## config.mk

```make
export PLATFORM = sky130hd
export DESIGN_NAME = branch_resolve_unit
export DESIGN_NICKNAME = d
export VERILOG_FILES = /design/src/rtl/branch_pkg.sv /design/src/rtl/branch_compare.sv /design/src/rtl/branch_resolve_unit.sv
export SDC_FILE = /design/constraint.sdc
export NUM_CORES = 1
export LEC_CHECK = 0
export ABC_AREA = 1
export CAP_MARGIN = 20
export CORE_MARGIN = 10
export CORE_UTILIZATION = 24
export DETAILED_ROUTE_END_ITERATION = 12
export PLACE_DENSITY = 0.74
export SLEW_MARGIN = 20
export SYNTH_ARGS = -nofsm -noshare
export SYNTH_HDL_FRONTEND = slang
export SYNTH_SLANG_ARGS = --single-unit
export TNS_END_PERCENT = 5
```

## constraint.sdc

```tcl
create_clock -name clk -period 1.5 [get_ports clk]
set_input_delay 0.225 -clock clk [delete_from_list [all_inputs] [get_ports clk]]
set_output_delay 0.225 -clock clk [all_outputs]
set_load 0.05 [all_outputs]
```

## src/rtl/branch_pkg.sv

```systemverilog
// Shared definitions for the branch resolution unit: funct3 codes,
// 2-bit saturating counter encodings and the predictor FSM states.
package branch_pkg;

  // Conditional-branch funct3 codes (RV32I)
  localparam logic [2:0] F3_BEQ  = 3'b000;
  localparam logic [2:0] F3_BNE  = 3'b001;
  localparam logic [2:0] F3_BLT  = 3'b100;
  localparam logic [2:0] F3_BGE  = 3'b101;
  localparam logic [2:0] F3_BLTU = 3'b110;
  localparam logic [2:0] F3_BGEU = 3'b111;

  // Saturating counter encodings; the MSB is the taken prediction
  localparam logic [1:0] CTR_SNT   = 2'b00;
  localparam logic [1:0] CTR_WNT   = 2'b01;
  localparam logic [1:0] CTR_WT    = 2'b10;
  localparam logic [1:0] CTR_ST    = 2'b11;
  localparam logic [1:0] CTR_RESET = CTR_WNT;

  typedef enum logic {
    INIT = 1'b0,
    RUN  = 1'b1
  } bru_state_e;

  // Next counter value after a resolved branch, saturating at both ends
  function automatic logic [1:0] ctr_next(input logic [1:0] ctr, input logic taken);
    if (taken) begin
      return (ctr == CTR_ST) ? CTR_ST : ctr + 2'd1;
    end
    return (ctr == CTR_SNT) ? CTR_SNT : ctr - 2'd1;
  endfunction

endpackage

```

## src/rtl/branch_compare.sv

```systemverilog
// Combinational branch condition evaluator: funct3 + operands -> taken.
// funct3 010/011 are not branches and are flagged illegal (never taken).
module branch_compare
  import branch_pkg::*;
#(
  parameter int XLEN = 32
) (
  input  logic [2:0]      funct3,
  input  logic [XLEN-1:0] rs1,
  input  logic [XLEN-1:0] rs2,
  output logic            taken,
  output logic            illegal
);

  logic eq;
  logic lt_s;
  logic lt_u;

  assign eq   = (rs1 == rs2);
  assign lt_s = ($signed(rs1) < $signed(rs2));
  assign lt_u = (rs1 < rs2);

  // Select the branch condition for the decoded funct3
  always_comb begin
    // NOTE: every output gets a default first so no path leaves it unassigned (no latch).
    taken   = 1'b0;
    illegal = 1'b0;
    case (funct3)
      F3_BEQ:  taken = eq;
      F3_BNE:  taken = !eq;
      F3_BLT:  taken = lt_s;
      F3_BGE:  taken = !lt_s;
      F3_BLTU: taken = lt_u;
      F3_BGEU: taken = !lt_u;
      default: illegal = 1'b1;
    endcase
  end

endmodule

```

## src/rtl/branch_resolve_unit.sv

```systemverilog
// Branch resolution unit: resolves conditional branches with one cycle of
// latency and, when BRANCH_PREDICT_EN is defined, keeps a PC-indexed table
// of 2-bit saturating counters that predicts taken/not-taken for fetch.
// Without BRANCH_PREDICT_EN the unit predicts static not-taken.
module branch_resolve_unit
  import branch_pkg::*;
#(
  parameter int XLEN        = 32,
  parameter int BHT_DEPTH   = 64,
  parameter int BHT_IDX_LSB = 2
) (
  input  logic            clk,
  input  logic            rst,
  output logic            ready,
  input  logic [XLEN-1:0] pred_pc,
  output logic            pred_taken,
  input  logic            res_valid,
  input  logic [XLEN-1:0] res_pc,
  input  logic [2:0]      res_funct3,
  input  logic [XLEN-1:0] res_rs1,
  input  logic [XLEN-1:0] res_rs2,
  input  logic            res_pred,
  output logic            out_valid,
  output logic            out_taken,
  output logic            out_mispredict,
  output logic            out_illegal
);

  logic cmp_taken;
  logic cmp_illegal;
  logic accept;

  // Only the index field of the PCs feeds the table
  logic unused_pc_bits;
  assign unused_pc_bits = ^{pred_pc, res_pc};

  branch_compare #(
    .XLEN(XLEN)
  ) u_compare (
    .funct3  (res_funct3),
    .rs1     (res_rs1),
    .rs2     (res_rs2),
    .taken   (cmp_taken),
    .illegal (cmp_illegal)
  );

  assign accept = ready && res_valid;

  // Result registers: one-cycle strobe per accepted request, cleared otherwise
  always_ff @(posedge clk) begin
    // NOTE: sequential state uses non-blocking assignments so all registers update together.
    if (rst) begin
      out_valid      <= 1'b0;
      out_taken      <= 1'b0;
      out_mispredict <= 1'b0;
      out_illegal    <= 1'b0;
    end else begin
      out_valid      <= accept;
      out_taken      <= accept && cmp_taken;
      out_illegal    <= accept && cmp_illegal;
      out_mispredict <= accept && !cmp_illegal && (cmp_taken ^ res_pred);
    end
  end

`ifdef BRANCH_PREDICT_EN
  localparam int IDX_W = $clog2(BHT_DEPTH);

  bru_state_e       state_q;
  bru_state_e       state_d;
  logic [IDX_W-1:0] init_idx_q;
  logic [IDX_W-1:0] res_idx;
  logic [IDX_W-1:0] pred_idx;
  // NOTE: the table has no reset; the INIT sweep writes every entry before use.
  logic [1:0]       bht [BHT_DEPTH];

  assign res_idx  = res_pc[BHT_IDX_LSB +: IDX_W];
  assign pred_idx = pred_pc[BHT_IDX_LSB +: IDX_W];

  // FSM state register
  always_ff @(posedge clk) begin
    if (rst) state_q <= INIT;
    else     state_q <= state_d;
  end

  // Next state and ready: leave INIT once the last entry has been written
  always_comb begin
    state_d = state_q;
    ready   = 1'b0;
    case (state_q)
      INIT: if (init_idx_q == IDX_W'(BHT_DEPTH - 1)) state_d = RUN;
      RUN:  ready = 1'b1;
      default: state_d = INIT;
    endcase
  end

  // Init sweep index, restarted from entry 0 on every reset
  always_ff @(posedge clk) begin
    if (rst)                  init_idx_q <= '0;
    else if (state_q == INIT) init_idx_q <= init_idx_q + 1'b1;
  end

  // Single table write port: sweep in INIT, counter update on legal resolves
  always_ff @(posedge clk) begin
    if (state_q == INIT) begin
      bht[init_idx_q] <= CTR_RESET;
    end else if (!rst && accept && !cmp_illegal) begin
      bht[res_idx] <= ctr_next(bht[res_idx], cmp_taken);
    end
  end

  // Lookup reads the stored value; a same-cycle update is not bypassed
  assign pred_taken = (state_q == RUN) && bht[pred_idx][1];
`else
  localparam int unused_bht_cfg = BHT_DEPTH + BHT_IDX_LSB;

  logic ready_q;

  // Ready one cycle after reset; nothing to initialise without a table
  always_ff @(posedge clk) begin
    if (rst) ready_q <= 1'b0;
    else     ready_q <= 1'b1;
  end

  assign ready      = ready_q;
  assign pred_taken = 1'b0;
`endif

endmodule
```

### Yosys cells after proc, flatten, opt, wreduce, memory -nomap -nowiden

Index checks and enable logic that the tools add are counted.

* memory bits (read-only): 0
* flip-flop bits (word level): 5
* logic and storage cells: 27
* RAM bits: 0
* bits of input ports: 135
* output and inout port bits: 6
* latch bits: 0
* memories: 0

* multipliers: 0
* equal/unequal tests: 6
* order comparisons: 2
* shifts and indexed selects: 0
* muxes and demuxes: 3
* reductions and logical operators: 10
* bitwise gates (word level): 1
* $add $sub $neg: 0
* div/mod/pow operators: 0

Operators with widths (number)
* $lt A32 B32 Y1: 2
* $eq A32 B32 Y1: 1
* $eq A3 B3 Y1 const B: 4
* $pmux W1 S6: 1
* $reduce_or A6 Y1: 1
* $logic_and A1 B1 Y1: 5
* $eq A3 B1 Y1 const B: 1
* $logic_not A1 Y1: 3
* $logic_not A3 Y1: 1
* $mux W1: 2
* $xor A1 B1 Y1: 1

### Logic depth before layout (Yosys ltp)

Gate-level depths: netlist of run 1.

* depth in word-level cells: 5
* mapped depth: 20
* depth with buffers taken out: 20

### Modules after synthesis

A second synthesis of run 1 with hierarchy kept.

* cell total of the unflattened synthesis: 186
* area, all modules: 1156.1 um2

Modules (own cells, without submodules)
* branch_compare: area an instance 996.0 um2, instances 1, cells each 167
* branch_resolve_unit: area an instance 160.2 um2, instances 1, cells each 19

### Least setup slack after synthesis of run 1

Ideal clock, no wire load.

* path type: input -> register
* start point: input port res_rs2[31]
* end point: register out_mispredict
* cell stages on the path: 14
* path slack: -0.143 ns
* data arrival time: 1.579 ns
* required time: 1.436 ns
* library setup time: 0.064 ns
* path buffers: 0
* cells stage by stage: inv_1 ha_1 a21oi_1 o21a_1 nand2_1 a21oi_2 nand2_2 nand2_1 nand2_1 nor2_2 nand3_2 nand2_1 inv_1 nor2_1

* cells in the longest elaborated chain, start to end: 5

RTL lines
* start, declared: line branch_resolve_unit.sv:21 `input logic [XLEN-1:0] res_rs2,`
* $lt A32 B32 Y1 (tied with other cells): line branch_compare.sv:21 `assign lt_u = (rs1 < rs2);`
* $logic_not A1 Y1 (on tied branches): line branch_compare.sv:34, branch_compare.sv:30, branch_compare.sv:32
* $pmux W1 S6 (*): line branch_compare.sv:28 `case (funct3)`
* $xor A1 B1 Y1 (*): line branch_resolve_unit.sv:61 `out_mispredict <= accept && !cmp_illegal && (cmp_taken ^ res_pred);`
* $logic_and A1 B1 Y1 (*): line branch_resolve_unit.sv:61
* end signal, assigned: line branch_resolve_unit.sv:61
* end, declared: line branch_resolve_unit.sv:25 `output logic out_mispredict,`

Mark *: on every way between the ends. The rest lies on a longest branch, timed or not.
A chain may end at the register's enable or synchronous reset.

### Worst setup path in the final report of run 1

* start point: input port res_rs2[15]
* end point: register out_mispredict

The elaborated chain is that of the path after synthesis.

==> results.cfg, run 1 <==
[timing]
report.final.slew_viol_count = 0
max_freq_mhz = 634
final-setup-viol-count = 2
period_share_pct = 105
finalCriticalPeriod_ns = 1.58
timing.final.ws_setup_ns = -0.0771
timing.setup.tns_ns = -0.0969
timing.final.hold_violations = 0
unrepaired_setup_endpoints_after_global_routing = true
skew_ns = 0.00404

[drt]
vias = 1454
drt_first_pass_iters = 3
route.detailed.drc = 0
initial_detailed_routing_violation_count = 27
wl_mm = 4.10
wl_per_cell_um = 12.4
drt.antenna.violating_nets = 0
average_via_count_per_standard_cell = 4.39

[global_route]
grt_pass1_wl_mm = 6.67
grtUsageTotal_pct = 10.0
grt_start_max_net_pins = 6
gr-total-overflow = 0
grt_antenna_before_repair = 0
first_global_vias = 1571

[yosys]
postSynthRegisterBits = 5
postSynth.topFlopCell = dfxtp_1
synth-adder-area-share_pct = 34.5
synthesis.instances = 188
synth_top_area_cells = ha_1 34%, inv_1 16%, nand2_1 14%
leading_cell_types_by_count_after_synthesis = 49 x inv_1, 44 x nand2_1, 32 x ha_1
portion_of_synthesized_cell_area_occupied_by_the_leading_cell_type_pct = 34.5
post_synthesis_share_of_cell_area_spent_on_and_or_nand_and_nor_gates_pct = 30.5
yosys.area.top_type = ha_1
postSynthAreaPerCell_um2 = 6.18
yosysWarnings = 0
syn_area_mm2 = 0.00116
postSynthNetCount = 355
portion_of_netlist_area_occupied_by_mux_cells_pct = 0
xor_xnor_share_of_the_synthesized_area_pct = 0
synth_enable_flop_cells = 0
synth_async_sr_flop_share_pct = 0
sequential_fraction_of_the_synthesis_area_pct = 8.62
largest_family_of_logic_cells_by_synthesized_area = adder cells
synth.most_common_cell = inv_1
synth_compound_area_share_pct = 9.59
synth.lib_cells_used.distinct = 20

[clock_tree]
htree_levels = 1
worst_skew_pair_latency_ns = 0.23
tritoncts.num_buffers = 3
tritoncts = done
postCtsHoldBufs = 0
root_buffer = clkbuf_8
cts_num_sinks = 5
clk_path_buf_depth = 2
worst_setup_hold_path_clk_slew_ns = 0.04

[critical_path]
critPathLaunchType = input port
crit_path_max_fanout = 4
timing.critical_path.to = out_mispredict$_SDFF_PP0_
worst_setup_path_startpoint = res_rs2[15]
reg2reg_setup_slack_ns = 0.63
timing.critical_path.to_type = register
timing.setup.critical_path_class = in2reg
crit_required_ns = 1.62
r2r-end = out_mispredict$_SDFF_PP0_
cp.arrival_ns = 1.70
worstRegToRegCells = 4
r2r_start = ready$_DFF_P_

[place]
dp.cells = 323
dpl.hpwl_mm = 3.35
finalWeightedCongestion = 0.746
place.port_buffers = 75
pre_cts_slack_ns = -0.819

[cells_and_area]
layout.filler_cells = 464
layout.cells.non_filler = 331
areaGrowthSynthToFinish_pct = 105
diodes = 0
drive_gt1_share_pct = 65.0
design.final.nets = 445

[pwr]
intPower_w = 0.000658
total_leakage_power_nw = 1.18
comb_power_share_pct = 61.7
max_vdd_drop_mv = 0.225
sequential_power_share_pct = 13.4
switching_share_pct = 37.1
net_sw_power_w = 0.000387
pwr_density_cell_mw_per_mm2 = 439
share_of_power_burned_in_the_clock_network_pct = 24.9

[outcome]
outcome = finished, violations left
violations = setup timing

[hold_path]
worstHoldPathType = in2reg

[die]
std_cell_rows = 25
floorplan.initialDensity_pct = 24.7
pin_count = 141
chipHeight_um = 89.6
floorplan.die_area_mm2 = 0.00802
horizontal_extent_of_the_die_um = 89.6
design.core.area_mm2 = 0.00469

[run]
max-cap-violations = 0
[critical path: stages]
cell and delay (ns):
buf_6 0.10, inv_4 0.05, ha_4 0.20, nand2_2 0.08, nor2_2 0.05, buf_4 0.13, a21oi_4 0.15, nand2_2 0.08
nand2_2 0.10, nand2_4 0.07, nand2_1 0.07, nand2_2 0.06, nor2_4 0.11, nand4_1 0.10, nand2_1 0.09, nor2_1 0.04
[cells in the final DEF (no fill, tap or decap), drive strengths merged]
master,n
nand3,10
conb,1
clkdlybuf4s50,6
o21a,2
nand3b,1
nand2,47
ha,32
a21oi,15
a21o,1
nor2,18
dfxtp,5
inv,49
dlygate4sd2,2
nor3,2
nand4,2
o21ai,2
buf,77
clkbuf,4
clkdlybuf4s15,1
[through the flow]
stage / util [%] / hold slack (ns) / area (um2) / power, W
final: 50.7 / 0.492 / 2380 / 0.00104
after floorplan: - / 0.299 / 1450 / 0.000440
after detailed placement: 49.1 / 0.531 / 2300 / 0.000726
after global routing: 50.7 / 0.526 / 2380 / 0.00114
after global placement: 49.1 / 0.522 / 2300 / 0.000715
after CTS: 49.3 / 0.496 / 2310 / 0.00101
[power by group through the flow]
stage                     logic (W)  clock network (W)  registers [W]
after floorplan            0.000281                  0       0.000159
after global placement     0.000573                  0       0.000142
after detailed placement   0.000584                  0       0.000142
after CTS                  0.000613           0.000259       0.000140
after global routing       0.000723           0.000274       0.000141
final                      0.000645           0.000260       0.000140
[worst min-delay path by stage]
stage,start,to,cells after the start
after floorplan,rst,ready$_DFF_P_,1
after global placement,ready$_DFF_P_,out_illegal$_SDFF_PP0_,2
after detailed placement,ready$_DFF_P_,out_illegal$_SDFF_PP0_,2
after CTS,rst,ready$_DFF_P_,2
after global routing,rst,ready$_DFF_P_,2
final,rst,ready$_DFF_P_,2
[flip-flops by register name (all words and copies together) (netlist names)]
| name | count |
|---|---|
| out_illegal | 1 |
| out_mispredict | 1 |
| out_taken | 1 |
| out_valid | 1 |
| ready | 1 |
[repair_timing]
| action | in CTS | in global routing |
|---|---|---|
| endpoints found under the setup margin | 2 | 2 |
| resized for setup | 276 | 16 |
| buffers inserted | 4 | 0 |
| pin swaps | 75 | 18 |
[layout make-up]
cell class                 count  area [um2]  share of cell area [%]
clock buffer                   4        45.0                    1.89
timing repair buffer          86         586                    24.6
sequential                     5         100                    4.21
multi-input combinational    133        1360                    57.2
inverter                      49         219                    9.21
tap                           54        67.6                    2.84
[cell families after synthesis]
| kind of cell | count (synthesis) |
|---|---|
| buf+inv | 50 |
| compound gates | 20 |
| flops | 5 |
| simple gates | 80 |
| fa+ha+maj | 32 |
| other cells | 1 |
[per-layer routing]
metal / vias up / wire length [um] / global-route usage, %
met3: 5 / 347 / 2.83
met1: 647 / 1560 / 11.1
met4: 0 / 42 / 1.73
met2: 43 / 2140 / 18.6
met5: - / 0 / 0
li1: 759 / - / -
Power figures use the tool's default switching activity.
==> run 2: changes to the inputs <==
Settings changed: PLACE_DENSITY 0.74 to 0.78.
==> results.cfg, run 2 (synthesized netlist as in run 1, its figures left out) <==
[timing]
timing.final.hold_violations = 0
period_share_pct = 106
report.final.slew_viol_count = 0
unrepaired_setup_endpoints_after_global_routing = true
skew_ns = 0.000284
max_freq_mhz = 628
timing.final.ws_setup_ns = -0.0920
finalCriticalPeriod_ns = 1.59
final-setup-viol-count = 2

[critical_path]
timing.critical_path.to_type = register
cp.arrival_ns = 1.71
crit_buf_inv = 3
timing.setup.critical_path_class = in2reg
crit_path_max_fanout = 4
slowest_stage = ha_4
timing.critical_path.slowest_cell_delay_ns = 0.28
crit_required_ns = 1.62
path_cells = buf_2, ha_4, nand2_4, nor2_4, nand3b_1, nor2_4, buf_6, nand2_4, nand2_4, nand2_2, nand2_2, nor2_4, nand3_2, nand2_1, inv_1, nor2_1
worst_path_top_cell_family_by_delay = simple AND/OR/NAND/NOR gates
critPathLaunchType = input port

[global_route]
grtUsageTotal_pct = 11.1
grt_antenna_before_repair = 0
grt_pass1_wl_mm = 7.16
gr-total-overflow = 0
first_global_vias = 1610
grt_start_max_net_pins = 6

[pwr]
max_vdd_drop_mv = 0.209
total_leakage_power_nw = 1.22
pwr_density_cell_mw_per_mm2 = 437
design_power_total_w = 0.00107

[die]
chipHeight_um = 89.6
floorplan.initialDensity_pct = 24.7
std_cell_rows = 25
floorplan.die_area_mm2 = 0.00802
pin_count = 141
horizontal_extent_of_the_die_um = 89.6
design.core.area_mm2 = 0.00469

[drt]
drt_first_pass_iters = 4
wl_per_cell_um = 13.1
drt.antenna.violating_nets = 0
average_via_count_per_standard_cell = 4.39
vias = 1443
wl_mm = 4.30
initial_detailed_routing_violation_count = 21
route.detailed.drc = 0

[place]
place.port_buffers = 75
dp.cells = 322
placedInstanceArea_mm2 = 0.00230
pre_cts_slack_ns = -0.826
finalWeightedCongestion = 0.754
dpl.hpwl_mm = 3.37

[cells_and_area]
mostFrequentLayoutCells = 47 x buf_2, 29 x ha_4, 24 x nand2_1
layout.cells.most_common = buf_2
postLayoutCellArea_mm2 = 0.00246
layout.cells.non_filler = 329
drive_gt1_share_pct = 68.4
layout.filler_cells = 453
diodes = 0
areaGrowthSynthToFinish_pct = 112
design.final.nets = 443

[clock_tree]
tritoncts = done
htree_levels = 1
clk_path_buf_depth = 2
worst_skew_pair_latency_ns = 0.22
tritoncts.num_buffers = 3
root_buffer = clkbuf_8
cts_num_sinks = 5
worst_setup_hold_path_clk_slew_ns = 0.03

[run]
max-cap-violations = 0

[outcome]
outcome = finished, violations left
violations = setup timing

[hold_path]
worstHoldPathType = in2reg
## run 2: cell count changes in the layout (fill, tap and decap cells not counted), moves of 4 or more
cell      change
a21oi_2       +4
buf_4         -4
clkbuf_2      +4
nand2_4       +6
## run 2: layout make-up
cell class	instances	area, um2	area share, %
clock buffer	4	45.0	1.83
multi-input combinational	133	1440	58.5
tap	54	67.6	2.75
sequential	5	100	4.07
inverter	49	226	9.21
timing repair buffer	84	582	23.7
## run 2: layer usage
metal	vias up	global-route usage [%]	wire length, um
met5	-	0	0
met4	0	2.60	48
met1	633	12.5	1730
met2	49	19.4	2150
li1	757	-	-
met3	4	3.83	373
## run 2: path summary, 6_finish.rpt
kind | to | cells past startpoint | slack [ns] | startpoint
max | out_mispredict$_SDFF_PP0_ | 16 | -0.09 | res_rs1[21]
max reg2reg | out_mispredict$_SDFF_PP0_ | 4 | 0.67 | ready$_DFF_P_
min reg2reg | out_illegal$_SDFF_PP0_ | 2 | 0.54 | ready$_DFF_P_
min | ready$_DFF_P_ | 2 | 0.49 | rst
## run 2: metrics by stage
step | TNS, ns | utilization, % | hold WS, ns
2_1_floorplan | -0.0771 | - | 0.299
3_3_place_gp | -1.51 | 48.9 | 0.522
3_5_place_dp | -1.61 | 48.9 | 0.533
4_1_cts | -0.0332 | 50.6 | 0.490
5_1_grt | -0.408 | 52.4 | 0.519
6_report | -0.125 | 52.4 | 0.492
## run 2: where the power goes
part | internal [W] | leakage (nW) | total [W] | switching (W)
clock | 0.000182 | 0.0228 | 0.000246 | 0.0000636
sequential | 0.000139 | 0.0410 | 0.000140 | 0.00000164
combinational | 0.000357 | 1.15 | 0.000688 | 0.000331
## run 2: what timing repair did
item | CTS | global route
endpoints found under the setup margin | 2 | 2
hold buffers | 0 | 0
buffers inserted | 1 | 2
pin swaps | 85 | 37
resized for setup | 299 | 29
## run 2: worst reg2reg max path: cells and delay by family (launching register included)
| kind | cells | cell delay (ns) |
|---|---|---|
| DFF | 1 | 0.33 |
| AOI/OAI and AO/OA | 1 | 0.16 |
| and+or+nand+nor | 3 | 0.28 |
==> patch 1, RTL diff (flow settings as in run 1) <==
Add a define of `BRANCH_PREDICT_EN`.
--- a/src/rtl/branch_resolve_unit.sv
+++ b/src/rtl/branch_resolve_unit.sv
@@ -4,2 +4,4 @@
 // Without BRANCH_PREDICT_EN the unit predicts static not-taken.
+`define BRANCH_PREDICT_EN
+
 module branch_resolve_unit
Formal check against the unedited RTL: not equivalent (a bounded check fails within 4 cycles, from zero or initial values and one cycle with rst high).
==> patch 1 against run 1 <==
- clock skew grew 0.0025 ns
- area after synthesis grew to 6.6 times the old value
- the run still ends with negative setup slack left
- sequential power grew to 30 times the old value
- combinational power grew 130%
- wire length grew to 6.2 times the old value
- sequential cell count grew 134
- total power grew to 9.5 times the old value
- critical path type is now reg -> reg
- clock power grew to 16 times the old value
- first-iteration DRC count grew to 27 times the old value
- critical endpoint is now bht[41][1]$_DFFE_PP_
- setup slack lost 0.71 ns
- cell area grew to 4.9 times the old value
==> patch 1: results (changes against run 1) <==
- Status: finished with violations
- Failing checks: negative setup slack
- FFs w/ async S/R, synth: 0% (unchanged)
- Yosys cell types: 36 (+80%)
- Clock Skews: 0.00658 ns (+0.00253 ns)
- Num CTS Buffers: 17 (+14)
- Worst r2r dst: bht[41][1]$_DFFE_PP_
- Clock group: 4.25 mW (+1500%)
- Mapped Nets: 1041 (+190%)
- Setup Buffers After CTS: 6 (+2)
- RD Place Congestion: 0.914 (+23%)
- PostCTS Resize Cnt: 164 (-41%)
- Latest clock arrival within the worst-skew pair: 0.42 ns (+0.19 ns)
- Antenna-violating nets left: 0 (unchanged)
- Sum Neg Setup Slack: -140.73 ns (-140.64 ns)
- Leak: 4.76 nW (+300%)
- Hold depth: 4 (+2)
- GRT Resource Usage Total: 12.6% (+2.5 points)
- Met1 WL: 9660 um (+520%)
- Placed Cells: 1460 (+350%)
- Met3 WL: 3200 um (+820%)
- Met3 Track Usage GR: 4.43% (+1.6 points)
- Nets: 1260 (+180%)
- 1st-iter DRT viols: 741 (+2600%)
- Delay-heaviest family, CP: buffers and inverters
- Placed Area: 10200 sq um (+340%)
- Slowest stage delay, CP: 0.41 ns (+0.21 ns)
- Number of global-route vias before repair: 7444 (+370%)
- Hold EP: out_illegal$_SDFF_PP0_
- Seq/Total Area, Yosys: 53.2% (+45 points)
- Switching pwr: 2.47 mW (+540%)
- Commonest cells post-synth: 215 x nand2_1, 128 x edfxtp_1, 125 x nand3_1
- FF-to-FF Start: bht[28][1]$_DFFE_PP_
- Port bufs: 88 (+17%)
- Worst IR Drop VDD: 0.846 mV (+280%)
- Met2 WL: 11600 um (+440%)
- Proportion of layout cells with a drive suffix above 1: 33.8% (-31 points)
- Dpl ws: -1.53 ns (-0.709 ns)
- WL final: 25300 um (+520%)
- Routed len/inst: 16.8 um (+36%)
- Setup-failing EPs final: 259 (+257)
- Pre-antenna DRT Iters: 6 (+3)
- Global-route wire length before repair: 39100 um (+490%)
- H-Tree Depth: 4 (+3)
- Critical path's slowest cell: edfxtp_1
- Ranking of synthesized cells by area: edfxtp_1 50%, nand2_1 11%, nand3_1 8.2%, nor2_1 5.6%, ha_1 5.4%
- Critical hold path startpoint: res_valid
- Hold_ws: 0.372 ns (-0.120 ns)
- Largest net degree at the start of global routing: 47 (+41)
- Reg clk slew, reported paths: 0.06 ns (+0.02 ns)
- Met1 usage: 14.9% (+3.8 points)
- Vias: 7330 (+400%)
- Total power draw: 9.96 mW (+850%)
- Number of flops mapped to enable cells by yosys: 128 (+128)
- Final WS setup: -0.787 ns (-0.710 ns)
- Met2 track demand over resource: 20.2% (+1.6 points)
- Mean post-synth cell area: 8.75 sq um (+42%)
-- patch 1: changes by cell type in the layout (fill, tap and decap cells not counted), moves of 15 or more --
cell | run 1 | this run
nand2_1 | 27 | 192
edfxtp_1 | 0 | 128
nand3_1 | 4 | 119
buf_4 | 16 | 122
buf_2 | 50 | 1
nor2_1 | 8 | 52
nor2_2 | 5 | 48
o21ai_0 | 0 | 36
dlygate4sd2_1 | 2 | 33
inv_1 | 21 | 41
clkbuf_16 | 0 | 17
buf_12 | 0 | 15
-- patch 1: worst max path at each step --
| stage | startpoint | end | slack, ns | cells past startpoint |
|---|---|---|---|---|
| after global placement | res_rs2[19] | bht[20][1]$_DFFE_PP_ | -1.45 | 17 |
| after floorplan | res_rs2[19] | bht[0][1]$_DFFE_PP_ | -1.03 | 13 |
| after global routing | bht[31][1]$_DFFE_PP_ | bht[50][1]$_DFFE_PP_ | -0.85 | 15 |
| final | bht[28][1]$_DFFE_PP_ | bht[41][1]$_DFFE_PP_ | -0.79 | 15 |
| after detailed placement | res_rs2[19] | bht[28][1]$_DFFE_PP_ | -1.53 | 17 |
| after CTS | bht[28][1]$_DFFE_PP_ | bht[34][1]$_DFFE_PP_ | -0.80 | 14 |
-- patch 1: final cells by class --
cell class | instances | area share (%)
clock buffers | 18 | 3.71
multi-input cells | 621 | 33.2
clock inverters | 14 | 1.47
repair inverters | 1 | 0.0433
repair buffers | 235 | 19.3
well taps | 402 | 4.35
flip-flops and latches | 139 | 35.1
inverters | 77 | 2.80
-- patch 1: logic make-up (layout without fill, tap and decap cells) --
family                     count (synthesis)  after routing  synth area share [%]
and+or+nand+nor                          487            487                  27.5
DFF                                      139            139                  53.2
AOI/OAI and AO/OA                        101            101                  7.81
adders and majority gates                 33             33                  5.41
buffers and inverters                    113            345                  6.08
==> patch 2, RTL diff (config.mk and constraints of run 1) <==
Without the edit above. The output `out_mispredict` loses its register stage (`out_mispredict` becomes a continuous assignment).
--- a/src/rtl/branch_resolve_unit.sv
+++ b/src/rtl/branch_resolve_unit.sv
@@ -54,3 +54,2 @@
       out_taken      <= 1'b0;
-      out_mispredict <= 1'b0;
       out_illegal    <= 1'b0;
@@ -60,5 +59,6 @@
       out_illegal    <= accept && cmp_illegal;
-      out_mispredict <= accept && !cmp_illegal && (cmp_taken ^ res_pred);
     end
   end
+
+  assign out_mispredict = accept && !cmp_illegal && (cmp_taken ^ res_pred);
 
Behaviour: not the same (Yosys sat finds a counterexample within 4 cycles, from zero or initial values and one cycle with rst high).
==> patch 2 against run 1 <==
- critical path depth unchanged
- the flow still finishes with violations (negative setup slack)
- combinational power up 4.5%
- highest routed layer unchanged
- wire length increased by 5.3%
- cell area up 0.42%
- sequential cell count shrank 1
- non-clock buffer count decreased by 1
- total power decreased by 3.2%
- setup slack lost 0.61 ns
- area after synthesis shrank 2.3%
==> patch 2: results (changes against run 1) <==
- Status: finished with violations
- Failing checks: negative setup slack
- Number of global-route vias before repair: 1628 (+3.6%)
- Mapped Nets: 352 (-0.85%)
- Proportion of layout cells with a drive suffix above 1: 67.6% (+2.7 points)
- Global-route wire length before repair: 7050 um (+5.8%)
- Ranking of synthesized cells by area: ha_1 35%, inv_1 15%, nand2_1 15%, dfxtp_1 7.1%, a21oi_1 6.2%
- Final WS setup: -0.684 ns (-0.607 ns)
- Worst IR Drop VDD: 0.188 mV (-17%)
- Worst path arrival time: 1.96 ns (+0.26 ns)
- Seq/Total Area, Yosys: 7.06% (-1.6 points)
- Pre-antenna DRT Iters: 4 (+1)
- Vias: 1469 (+1.0%)
- Post-DP HPWL: 3320 um (-1.0%)
- Dpl ws: -1.23 ns (-0.413 ns)
- Nets: 441 (-0.90%)
- 1st-iter DRT viols: 15 (-44%)
- Leak: 1.17 nW (-0.84%)
- Filler cell count: 426 (-8.2%)
- Yosys cell types: 22 (+10%)
- Worst Hold Class: reg -> reg
- GRT Resource Usage Total: 11.0% (+0.92 points)
- Clock Skews: 0.000796 ns (-0.00325 ns)
- Setup-failing EPs final: 2 (unchanged)
- Routed len/inst: 13.3 um (+7.6%)
[patch 2: cell types whose count changed in the layout (fill, tap and decap cells not counted), sizes merged, moves of 2 or more]
cell,run 1,this run
buf,77,73
clkdlybuf4s15,1,5
nand3,10,8
nor2,18,16
inv,49,46
[patch 2: area by class of cell]
class                      count  area (sq um)  share of cell area [%]
multi-input combinational    133          1400                    58.7
inverter                      47           201                    8.43
timing repair buffer          85           599                    25.1
tap                           52          65.1                    2.72
sequential                     4          80.1                    3.35
clock buffer                   3          41.3                    1.73
[patch 2: worst paths after layout]
check	from	end	slack (ns)	cells past startpoint
worst max register to register	ready$_DFF_P_	out_taken$_SDFF_PP0_	0.80	4
worst min-delay path	ready$_DFF_P_	out_illegal$_SDFF_PP0_	0.49	2
worst max-delay path	res_rs1[22]	out_mispredict	-0.68	16
worst min register to register	ready$_DFF_P_	out_illegal$_SDFF_PP0_	0.49	2
[patch 2: repair_timing]
item | CTS | global route
pin swaps | 83 | 7
buffers inserted | 3 | 1
setup endpoints to repair | 2 | 2
gates resized for setup | 321 | 7
hold buffers | 0 | 0
[patch 2: power by group]
part | switching [mW] | leakage, nW | internal, mW
Combinational | 0.328 | 1.12 | 0.347
Sequential | 0.00127 | 0.0329 | 0.111
Clock | 0.0537 | 0.0216 | 0.171
[patch 2: cell families after synthesis]
group / Yosys count / share of synthesized area [%]
other: 1 / 0.330
buffers and inverters: 48 / 16.2
DFF: 4 / 7.06
and+or+nand+nor: 78 / 30.2
adders and majority gates: 32 / 35.3
AOI/OAI and AO/OA: 22 / 10.9
[patch 2: tightest hold or removal path, cell delays in order (launching register included)]
cell and delay (ns):
dfxtp_1 0.30, nand2_1 0.10, nor4_1 0.05
[patch 2: per-layer routing]
layer  vias to the layer above  GRT usage [%]  share of wire, %
li1                        753              -                 -
met1                       660           11.6                38
met2                        52           21.1                53
met3                         4           2.48               7.9
met4                         0           2.79               1.2
met5                         -              0                 0
[patch 2: per-stage QoR]
step	area, sq um	setup TNS, ns	power [mW]	hold slack (ns)	std cells
6_report	2390	-0.749	1.01	0.493	324
5_1_grt	2390	-1.03	1.09	0.533	324
4_1_cts	2360	-0.615	0.994	0.497	323
3_5_place_dp	2100	-2.03	0.644	0.490	317
3_3_place_gp	2100	-1.93	0.633	0.488	317
2_1_floorplan	1240	-0.470	0.378	0.282	185
